===== src/rtl/pipeline_hazard_ctrl.sv =====
`default_nettype none
// ============================================================================
// Module      : pipeline_hazard_ctrl
// Description : Central stall / bubble / flush / operand-forwarding control
//               for the ARM core pipeline. Keeps a private scoreboard of the
//               in-flight instructions from EXE onward and derives hazard and
//               forward-select decisions from it. Also provides a whole-
//               pipeline memory-wait stall and saturating perf counters.
//               Optional macro PIPE_FWD_EN: when defined, forwarding compares
//               and the frwrd_mode behaviour are built in; when undefined,
//               sel_src1/sel_src2 are tied to 0 and hazards always use the
//               full-stall rule.
// Revision    : 1.0 - initial release
// ============================================================================
module pipeline_hazard_ctrl #(
    parameter int REG_ADDR_W = 4,
    parameter int NUM_FWD    = 2,
    parameter int CNT_W      = 16,
    parameter int SEL_W      = $clog2(NUM_FWD + 1)
) (
    input  logic                  clk,
    input  logic                  rst,
    input  logic                  frwrd_mode,
    input  logic                  id_valid,
    input  logic [REG_ADDR_W-1:0] id_src1,
    input  logic [REG_ADDR_W-1:0] id_src2,
    input  logic                  id_two_src,
    input  logic                  id_wb_en,
    input  logic                  id_mem_read,
    input  logic [REG_ADDR_W-1:0] id_dest,
    input  logic                  branch_taken,
    input  logic                  mem_busy,
    output logic                  freeze,
    output logic                  bubble,
    output logic                  flush,
    output logic                  stall_all,
    output logic [SEL_W-1:0]      sel_src1,
    output logic [SEL_W-1:0]      sel_src2,
    output logic [CNT_W-1:0]      stall_cycles,
    output logic [CNT_W-1:0]      flush_count
);

    // Scoreboard: bit/entry k is slot k (0 = EXE, k = k stages after EXE).
    logic [NUM_FWD:0]                 r_valid;
    logic [NUM_FWD:0]                 r_wb_en;
    logic [NUM_FWD:0]                 r_mem_read;
    logic [NUM_FWD:0]                 r_two_src;
    logic [NUM_FWD:0][REG_ADDR_W-1:0] r_dest;
    logic [NUM_FWD:0][REG_ADDR_W-1:0] r_src1;
    logic [NUM_FWD:0][REG_ADDR_W-1:0] r_src2;

    logic [CNT_W-1:0] r_stall_cycles;
    logic [CNT_W-1:0] r_flush_count;

    logic [NUM_FWD:0] w_writer;
    logic [NUM_FWD:0] w_id_hit;
    logic             w_hz_full;
    logic             w_hazard;
    logic             w_id_blocked;
    logic             w_ins_valid;

    assign w_writer = r_valid & r_wb_en;

    // Which slots hold a writer to one of the ID instruction's operands.
    always_comb begin
        w_id_hit = '0;
        for (int k = 0; k <= NUM_FWD; k++) begin
            w_id_hit[k] = w_writer[k] &&
                          ((r_dest[k] == id_src1) ||
                           (id_two_src && (r_dest[k] == id_src2)));
        end
    end

    // The oldest slot writes the register file in the same cycle
    // (write-before-read), so it never causes a stall.
    assign w_hz_full = |w_id_hit[NUM_FWD-1:0];

`ifdef PIPE_FWD_EN
    logic w_hz_load_use;

    // With forwarding only a load sitting in EXE forces a stall.
    assign w_hz_load_use = w_id_hit[0] && r_mem_read[0];
    assign w_hazard      = frwrd_mode ? w_hz_load_use : w_hz_full;

    // Forward select for the EXE operands; iterate oldest to youngest so the
    // youngest matching writer overrides.
    always_comb begin
        sel_src1 = '0;
        sel_src2 = '0;
        if (frwrd_mode && r_valid[0]) begin
            for (int k = NUM_FWD; k >= 1; k--) begin
                if (w_writer[k] && (r_dest[k] == r_src1[0]))
                    sel_src1 = SEL_W'(k);
                if (r_two_src[0] && w_writer[k] && (r_dest[k] == r_src2[0]))
                    sel_src2 = SEL_W'(k);
            end
        end
    end
`else
    logic w_unused_fwd;

    // Forwarding is not built: operands always come from the register file.
    assign w_hazard     = w_hz_full;
    assign sel_src1     = '0;
    assign sel_src2     = '0;
    assign w_unused_fwd = ^{frwrd_mode, r_mem_read, r_two_src, r_src1, r_src2};
`endif

    // Priority: memory wait, then taken branch, then data hazard.
    assign stall_all    = mem_busy;
    assign flush        = !mem_busy && branch_taken;
    assign w_id_blocked = w_hazard && id_valid;
    assign freeze       = !mem_busy && !branch_taken && w_id_blocked;
    assign bubble       = freeze;

    // A flush or a hazard injects a bubble into EXE instead of the ID op.
    assign w_ins_valid  = id_valid && !branch_taken && !w_id_blocked;

    // Scoreboard shift: everything advances unless memory holds the pipe.
    always_ff @(posedge clk) begin
        if (rst) begin
            r_valid    <= '0;
            r_wb_en    <= '0;
            r_mem_read <= '0;
            r_two_src  <= '0;
            r_dest     <= '0;
            r_src1     <= '0;
            r_src2     <= '0;
        end else if (!mem_busy) begin
            r_valid    <= {r_valid[NUM_FWD-1:0],    w_ins_valid};
            r_wb_en    <= {r_wb_en[NUM_FWD-1:0],    id_wb_en};
            r_mem_read <= {r_mem_read[NUM_FWD-1:0], id_mem_read};
            r_two_src  <= {r_two_src[NUM_FWD-1:0],  id_two_src};
            r_dest     <= {r_dest[NUM_FWD-1:0],     id_dest};
            r_src1     <= {r_src1[NUM_FWD-1:0],     id_src1};
            r_src2     <= {r_src2[NUM_FWD-1:0],     id_src2};
        end
    end

    // Saturating performance counters.
    always_ff @(posedge clk) begin
        if (rst) begin
            r_stall_cycles <= '0;
            r_flush_count  <= '0;
        end else begin
            if ((stall_all || freeze) && (r_stall_cycles != {CNT_W{1'b1}}))
                r_stall_cycles <= r_stall_cycles + CNT_W'(1);
            if (flush && (r_flush_count != {CNT_W{1'b1}}))
                r_flush_count <= r_flush_count + CNT_W'(1);
        end
    end

    assign stall_cycles = r_stall_cycles;
    assign flush_count  = r_flush_count;

endmodule
`default_nettype wire

===== config.mk =====
export PLATFORM = sky130hd
export DESIGN_NAME = pipeline_hazard_ctrl
export DESIGN_NICKNAME = d
export VERILOG_FILES = /design/src/rtl/pipeline_hazard_ctrl.sv
export SDC_FILE = /design/constraint.sdc
export NUM_CORES = 1
export LEC_CHECK = 0
export CORE_ASPECT_RATIO = 1.4
export CORE_UTILIZATION = 35
export CTS_CLUSTER_DIAMETER = 40
export DETAILED_ROUTE_END_ITERATION = 8
export GPL_ROUTABILITY_DRIVEN = 0
export SYNTH_ARGS = -nofsm -noshare
export SYNTH_HDL_FRONTEND = slang
export SYNTH_SLANG_ARGS = --single-unit

===== constraint.sdc =====
create_clock -name clk -period 3.1 [get_ports clk]
set_input_delay 0.31 -clock clk [delete_from_list [all_inputs] [get_ports clk]]
set_output_delay 0.31 -clock clk [all_outputs]
set_load 0.03 [all_outputs]

==> reports/results.tsv, run 1 <==
metric	value	unit
largest net degree at the start of global routing	61	
fill count	667	
most common cell in the netlist	nor2_1	
Mapped Area	2457	sq um
met1 wire length	2167	microns
placed cell areas	3044	sq um
Pleak	1.174	nW
Sw Ratio	25.15	%
Max Buffers Root-to-Sink	2	
FMAX	365.1	MHz
Psw	273.9	uW
post-route cell area	3134	sq um
Max FO, Critical Path	2	
Synth async-reset ratio	0	%
H-tree level count	2	
min-delay worst type	reg2reg	
CP Capture Type	primary output	
DP HPWL	3700	microns
Post-synth EDFFs	0	
Worst Tran Pin Value	1045	ps
1st-iter DRT viols	63	
dominant synthesized flop cell	dfxtp_1	
fin. max-slew vios	0	
Layout area overhead	27.55	%
first-pass GRT wire length	8852	microns
DRC errors left	0	
die width	72.82	microns
clk_skew	5.487	ps
final setup margin	361.3	ps
total wire length	5090	microns
Cell Rows	35	
worst rel slew slack	30.35	%
Commonest cells post-synth	nor2_1 (46), dfxtp_1 (44), xor2_1 (16), mux2_1 (15), nor2b_1 (14)	
DR WL met3	205	microns
Worst EP required	2790	ps
vias post-DR	2031	
fraction of layout cells with a size suffix above 1	8.923	%
sequential element share of the synthesized area	35.85	%
post-place setup slack	361.6	ps
TritonCTS Buffers	5	
status	complete, no violations	
number of global-route vias before repair	1966	
Worst VDD drop	0.1496	mV
CORE AREA	6700	sq um
sequential fraction of design power	54.2	%
CP Data Arrival Time	2430	ps
Syn Area/Cell	8.968	sq um
CP startpoint kind	input pin	
die area	7365	sq um
average wire per standard cell	12.21	microns
Top Ports	61	
Ys Warns	0	
initial antenna violation count	0	
Pre-antenna DRT Iters	4	
Final Power	1.089	mW
global-route total usage across every layer	15.16	%
register bit total from synthesis	44	
share of the synthesized area in the top cell type	35.85	%
Clock Sinks	44	
post-CTS sizing	0	
largest area contributor in the netlist	dfxtp_1	
CTS tree	yes	
Synth cell types	40	
Post-CTS Setup Repair Bufs	0	
unrepaired setup endpoints after global routing	false	
DR top layer	met4	
via/cell ratio	4.871	
Pint	815.2	uW
Initial Utilization	36.68	%
Final period util	88.35	%
worst-skew pair later-pin latency	290	ps
Final nets	347	
Clk network pwr share	34.2	%
Final setup viols	0	
wire length on met2	2656	microns
Diodes inserted	0	
I/O Buffers	54	
Post-DRT Antenna Nets	0	
Crit Path Class	in2out	
clk root buf	clkbuf_8	
Area contributors post-synth	dfxtp_1 (36%), nor2_1 (7.0%), mux2_1 (6.9%), xor2_1 (5.7%), mux2i_1 (5.3%)	
hold buffers post-CTS	0	
total global routing overflow	0	
Die Y-Extent	101.1	microns
Tmin final	2739	ps
max cap viols	0	
final core area utilization	46.78	%
TNS Setup	0	ps
Fin. Hold Viols	0	
clk slew on worst S/H paths	80	ps
Comb power frac	11.6	%
PwrDens	347.5	nW/um^2
Syn Inst Count	274	
## metal layers
layer,GRT usage (%),vias to the layer above
li1,-,1034
met1,16.96,951
met2,28.40,39
met3,3.085,7
met4,4.525,0
met5,0,-
## power groups by stage
| stage | logic [mW] | registers, mW | clock network [mW] |
|---|---|---|---|
| 2_1_floorplan | 0.0761 | 0.609 | 0 |
| 3_3_place_gp | 0.126 | 0.604 | 0 |
| 3_5_place_dp | 0.128 | 0.604 | 0 |
| 4_1_cts | 0.129 | 0.591 | 0.395 |
| 5_1_grt | 0.138 | 0.593 | 0.416 |
| 6_report | 0.126 | 0.590 | 0.373 |
## cell usage in the layout (no fill, tap or decap), types with 4 or more instances in the layout
cell / synthesis / layout
clkdlybuf4s50_1: 0 / 53
nor2_1: 46 / 46
dfxtp_1: 44 / 44
xor2_1: 16 / 16
mux2_1: 15 / 15
nor2b_1: 14 / 14
nand2_1: 13 / 13
mux2i_1: 13 / 13
nand3_1: 10 / 10
a21oi_1: 10 / 10
xnor2_1: 9 / 9
inv_1: 9 / 9
nand4_1: 8 / 8
or3_1: 7 / 7
o21ai_0: 6 / 6
clkbuf_8: 0 / 6
a211oi_2: 5 / 5
nor3_1: 4 / 4
a2111oi_2: 4 / 4
conb_1: 1 / 4
## stage by stage
stage / instances / hold WS, ps
after floorplan: 277 / 453.9
after global placement: 409 / 487.9
after detailed placement: 409 / 494.4
after CTS: 417 / 510.3
after global routing: 417 / 537.0
final: 417 / 506.2
## worst max-delay path, stage by stage
cell	delay [ps]
clkdlybuf4s50_1	510
xnor2_1	130
nand4_1	120
o41ai_2	400
o21ai_4	80
nor2_1	170
clkdlybuf4s50_1	700
## area by class of cell
class,instances,area (sq um),share of cell area [%]
tap,92,115.1,3.673
inverter,9,33.78,1.078
sequential,44,880.8,28.10
timing repair buffer,56,550.5,17.56
multi-input combinational,208,1464,46.71
clock buffer,8,90.09,2.874
## cell families (layout without fill, tap and decap cells)
group | count (synthesis) | count (layout) | synth area share [%]
compound gates | 34 | 34 | 12.68
xor+xnor | 25 | 25 | 8.910
fa+ha+maj | 2 | 2 | 1.018
buf+inv | 25 | 73 | 5.041
flops | 44 | 44 | 35.85
mux | 28 | 28 | 12.17
other cells | 1 | 4 | 0.1526
simple gates | 115 | 115 | 24.19
## path summary, 6_finish.rpt
path                                                    from                           end  slack (ps)  depth (start not counted)
worst min-delay path            flush_count[15]$_SDFFE_PP0P_  flush_count[15]$_SDFFE_PP0P_         510                          2
worst max register to register        r_dest[4]$_SDFFE_PP0N_  stall_cycles[5]$_SDFFE_PP0P_         870                          6
worst max-delay path                              id_src2[1]                        freeze         360                          7
worst min register to register  flush_count[15]$_SDFFE_PP0P_  flush_count[15]$_SDFFE_PP0P_         510                          2
## flip-flops by register name (all words and copies together) (netlist names)
register and flops:
flush_count 16, stall_cycles 16, r_dest 8, r_valid 2
r_wb_en 2
No activity file was read; power rests on OpenSTA's default activity.
==> run 2: changes to the inputs <==
CORE_UTILIZATION = 53   (was 35)
PLACE_DENSITY = 0.85   (was unset)
==> reports/results.tsv, run 2 (synthesis results as in run 1) <==
metric	value	unit	change
R2R Path End	stall_cycles[12]$_SDFFE_PP0P_		was stall_cycles[5]$_SDFFE_PP0P_
placed cell areas	3004	sq um	was 3044 sq um
hold path cells	2		unchanged
clk_skew	7.335	ps	was 5.487 ps
Storage cell area	880.8	sq um	unchanged
hold buffers post-CTS	0		unchanged
fin. max-slew vios	0		unchanged
post-route cell area	3100	sq um	was 3134 sq um
most used cell, CP	clkdlybuf4s50_1		unchanged
global-route total usage across every layer	22.29	%	was 15.16%
max cap viols	0		unchanged
via/cell ratio	5.284		was 4.871
Die Y-Extent	82.57	microns	was 101.1 microns
Buf+Inv Stages, Crit Path	2		unchanged
1st-iter DRT viols	120		was 63
number of global-route vias before repair	1961		was 1966
average wire per standard cell	12.78	microns	was 12.21 microns
CP startpoint kind	input pin		unchanged
PwrDens	353.1	nW/um^2	was 347.5 nW/um^2
Fin. Hold Viols	0		unchanged
initial antenna violation count	0		unchanged
Clock Sinks	44		unchanged
unrepaired setup endpoints after global routing	false		unchanged
DRC errors left	0		unchanged
worst rel slew slack	31.48	%	was 30.35%
Pre-antenna DRT Iters	4		unchanged
number of cells on the worst reg-to-reg path	7		was 6
vias post-DR	2029		was 2031
FMAX	362.3	MHz	was 365.1 MHz
commonest non-fill, non-tap cell in the layout	clkdlybuf4s50_1		unchanged
min-delay worst type	reg2reg		unchanged
post-CTS sizing	0		unchanged
fraction of layout cells with a size suffix above 1	9.259	%	was 8.923%
Layout area overhead	26.17	%	was 27.55%
Post-DRT Antenna Nets	0		unchanged
worst-skew pair later-pin latency	290	ps	about the same
Tmin final	2760	ps	was 2739 ps
final setup margin	340.1	ps	was 361.3 ps
cell family contributing the most delay on the critical path	buffers and inverters		unchanged
Cell Chain, Critical Path	clkdlybuf4s50_1 -> xnor2_1 -> nand4_1 -> o41ai_2 -> o21ai_4 -> nor2_1 -> clkdlybuf4s50_1		unchanged
Cell Rows	28		was 35
WHS	515.2	ps	was 506.2 ps
Max FO, Critical Path	2		unchanged
area of the multi-input gates	1464	sq um	unchanged
die area	4917	sq um	was 7365 sq um
Top Ports	61		unchanged
status	complete, no violations		unchanged
Diodes inserted	0		unchanged
CP max-delay cell	clkdlybuf4s50_1		unchanged
Pleak	1.178	nW	was 1.174 nW
hold_sp	flush_count[15]$_SDFFE_PP0P_		unchanged
commonest non-fill, non-tap cells in the layout	clkdlybuf4s50_1 (53), nor2_1 (46), dfxtp_1 (44), xor2_1 (16), mux2_1 (15)		unchanged
CP Data Arrival Time	2450	ps	was 2430 ps
I/O Buffers	54		unchanged
Final setup viols	0		unchanged
worst r2r src	r_dest[5]$_SDFFE_PP0N_		was r_dest[4]$_SDFFE_PP0N_
post-place setup slack	367.7	ps	was 361.6 ps
TritonCTS Buffers	5		unchanged
r2r setup slk	830	ps	was 870 ps
CP Capture Type	primary output		unchanged
Final period util	89.03	%	was 88.35%
die width	59.55	microns	was 72.82 microns
DP HPWL	3522	microns	was 3700 microns
Final nets	347		unchanged
largest net degree at the start of global routing	61		unchanged
Crit Path Class	in2out		unchanged
Post-CTS Setup Repair Bufs	0		unchanged
CP peak stage delay	700	ps	about the same
first-pass GRT wire length	8445	microns	was 8852 microns
Hold EP	flush_count[15]$_SDFFE_PP0P_		unchanged
clk slew on worst S/H paths	80	ps	about the same
total global routing overflow	0		unchanged
clk root buf	clkbuf_8		unchanged
fill count	369		was 667
Worst Tran Pin Value	1028	ps	was 1045 ps
Worst VDD drop	0.3052	mV	was 0.1496 mV
Max Buffers Root-to-Sink	2		unchanged
total wire length	4909	microns	was 5090 microns
Initial Utilization	56.57	%	was 36.68%
CTS tree	yes		unchanged
CORE AREA	4344	sq um	was 6700 sq um
Worst EP required	2790	ps	about the same
H-tree level count	2		unchanged
TNS Setup	0	ps	unchanged
[run 2: stage by stage]
step	utilization [%]	power, mW	std cells
after floorplan	-	0.6852	277
after global placement	69.15	0.7273	377
after detailed placement	69.15	0.7304	377
after CTS	71.37	1.107	384
after global routing	71.37	1.138	384
final	71.37	1.095	384
[run 2: worst min-delay path, delay by kind of cell, from the launching register on]
family,cells,cell delay (ps)
DFF,1,340
AOI/OAI and AO/OA,2,140
[run 2: worst max-delay path by stage]
stage | from | end | slack [ps] | depth (start not counted)
floorplan | r_dest[4]$_SDFFE_PP0N_ | freeze | 840 | 6
global placement | id_src2[1] | freeze | 410 | 7
detailed placement | id_src2[1] | freeze | 370 | 7
CTS | id_src2[1] | freeze | 350 | 7
global route | id_src2[1] | freeze | 200 | 7
finish | id_src2[1] | freeze | 340 | 7
[run 2: cell type report]
type / count / area share (%)
clock buffers: 7 / 3.107
inverters: 9 / 1.090
multi-input cells: 208 / 47.22
flip-flops and latches: 44 / 28.41
well taps: 60 / 2.421
repair buffers: 56 / 17.76
[run 2: per-layer routing]
metal	track usage [%]	share of wire [%]	up-vias
met5	0	0	-
met4	8.372	1.6	0
met3	4.517	4.3	7
met2	41.80	52	57
met1	24.11	42	929
li1	-	-	1036
[run 2: where the power goes]
part	switching [mW]	leakage, nW	internal, mW	total [mW]
registers	0.0147	0.356	0.576	0.591
clock network	0.179	0.0503	0.198	0.377
logic	0.0697	0.772	0.0573	0.127
total	0.263	1.18	0.832	1.09
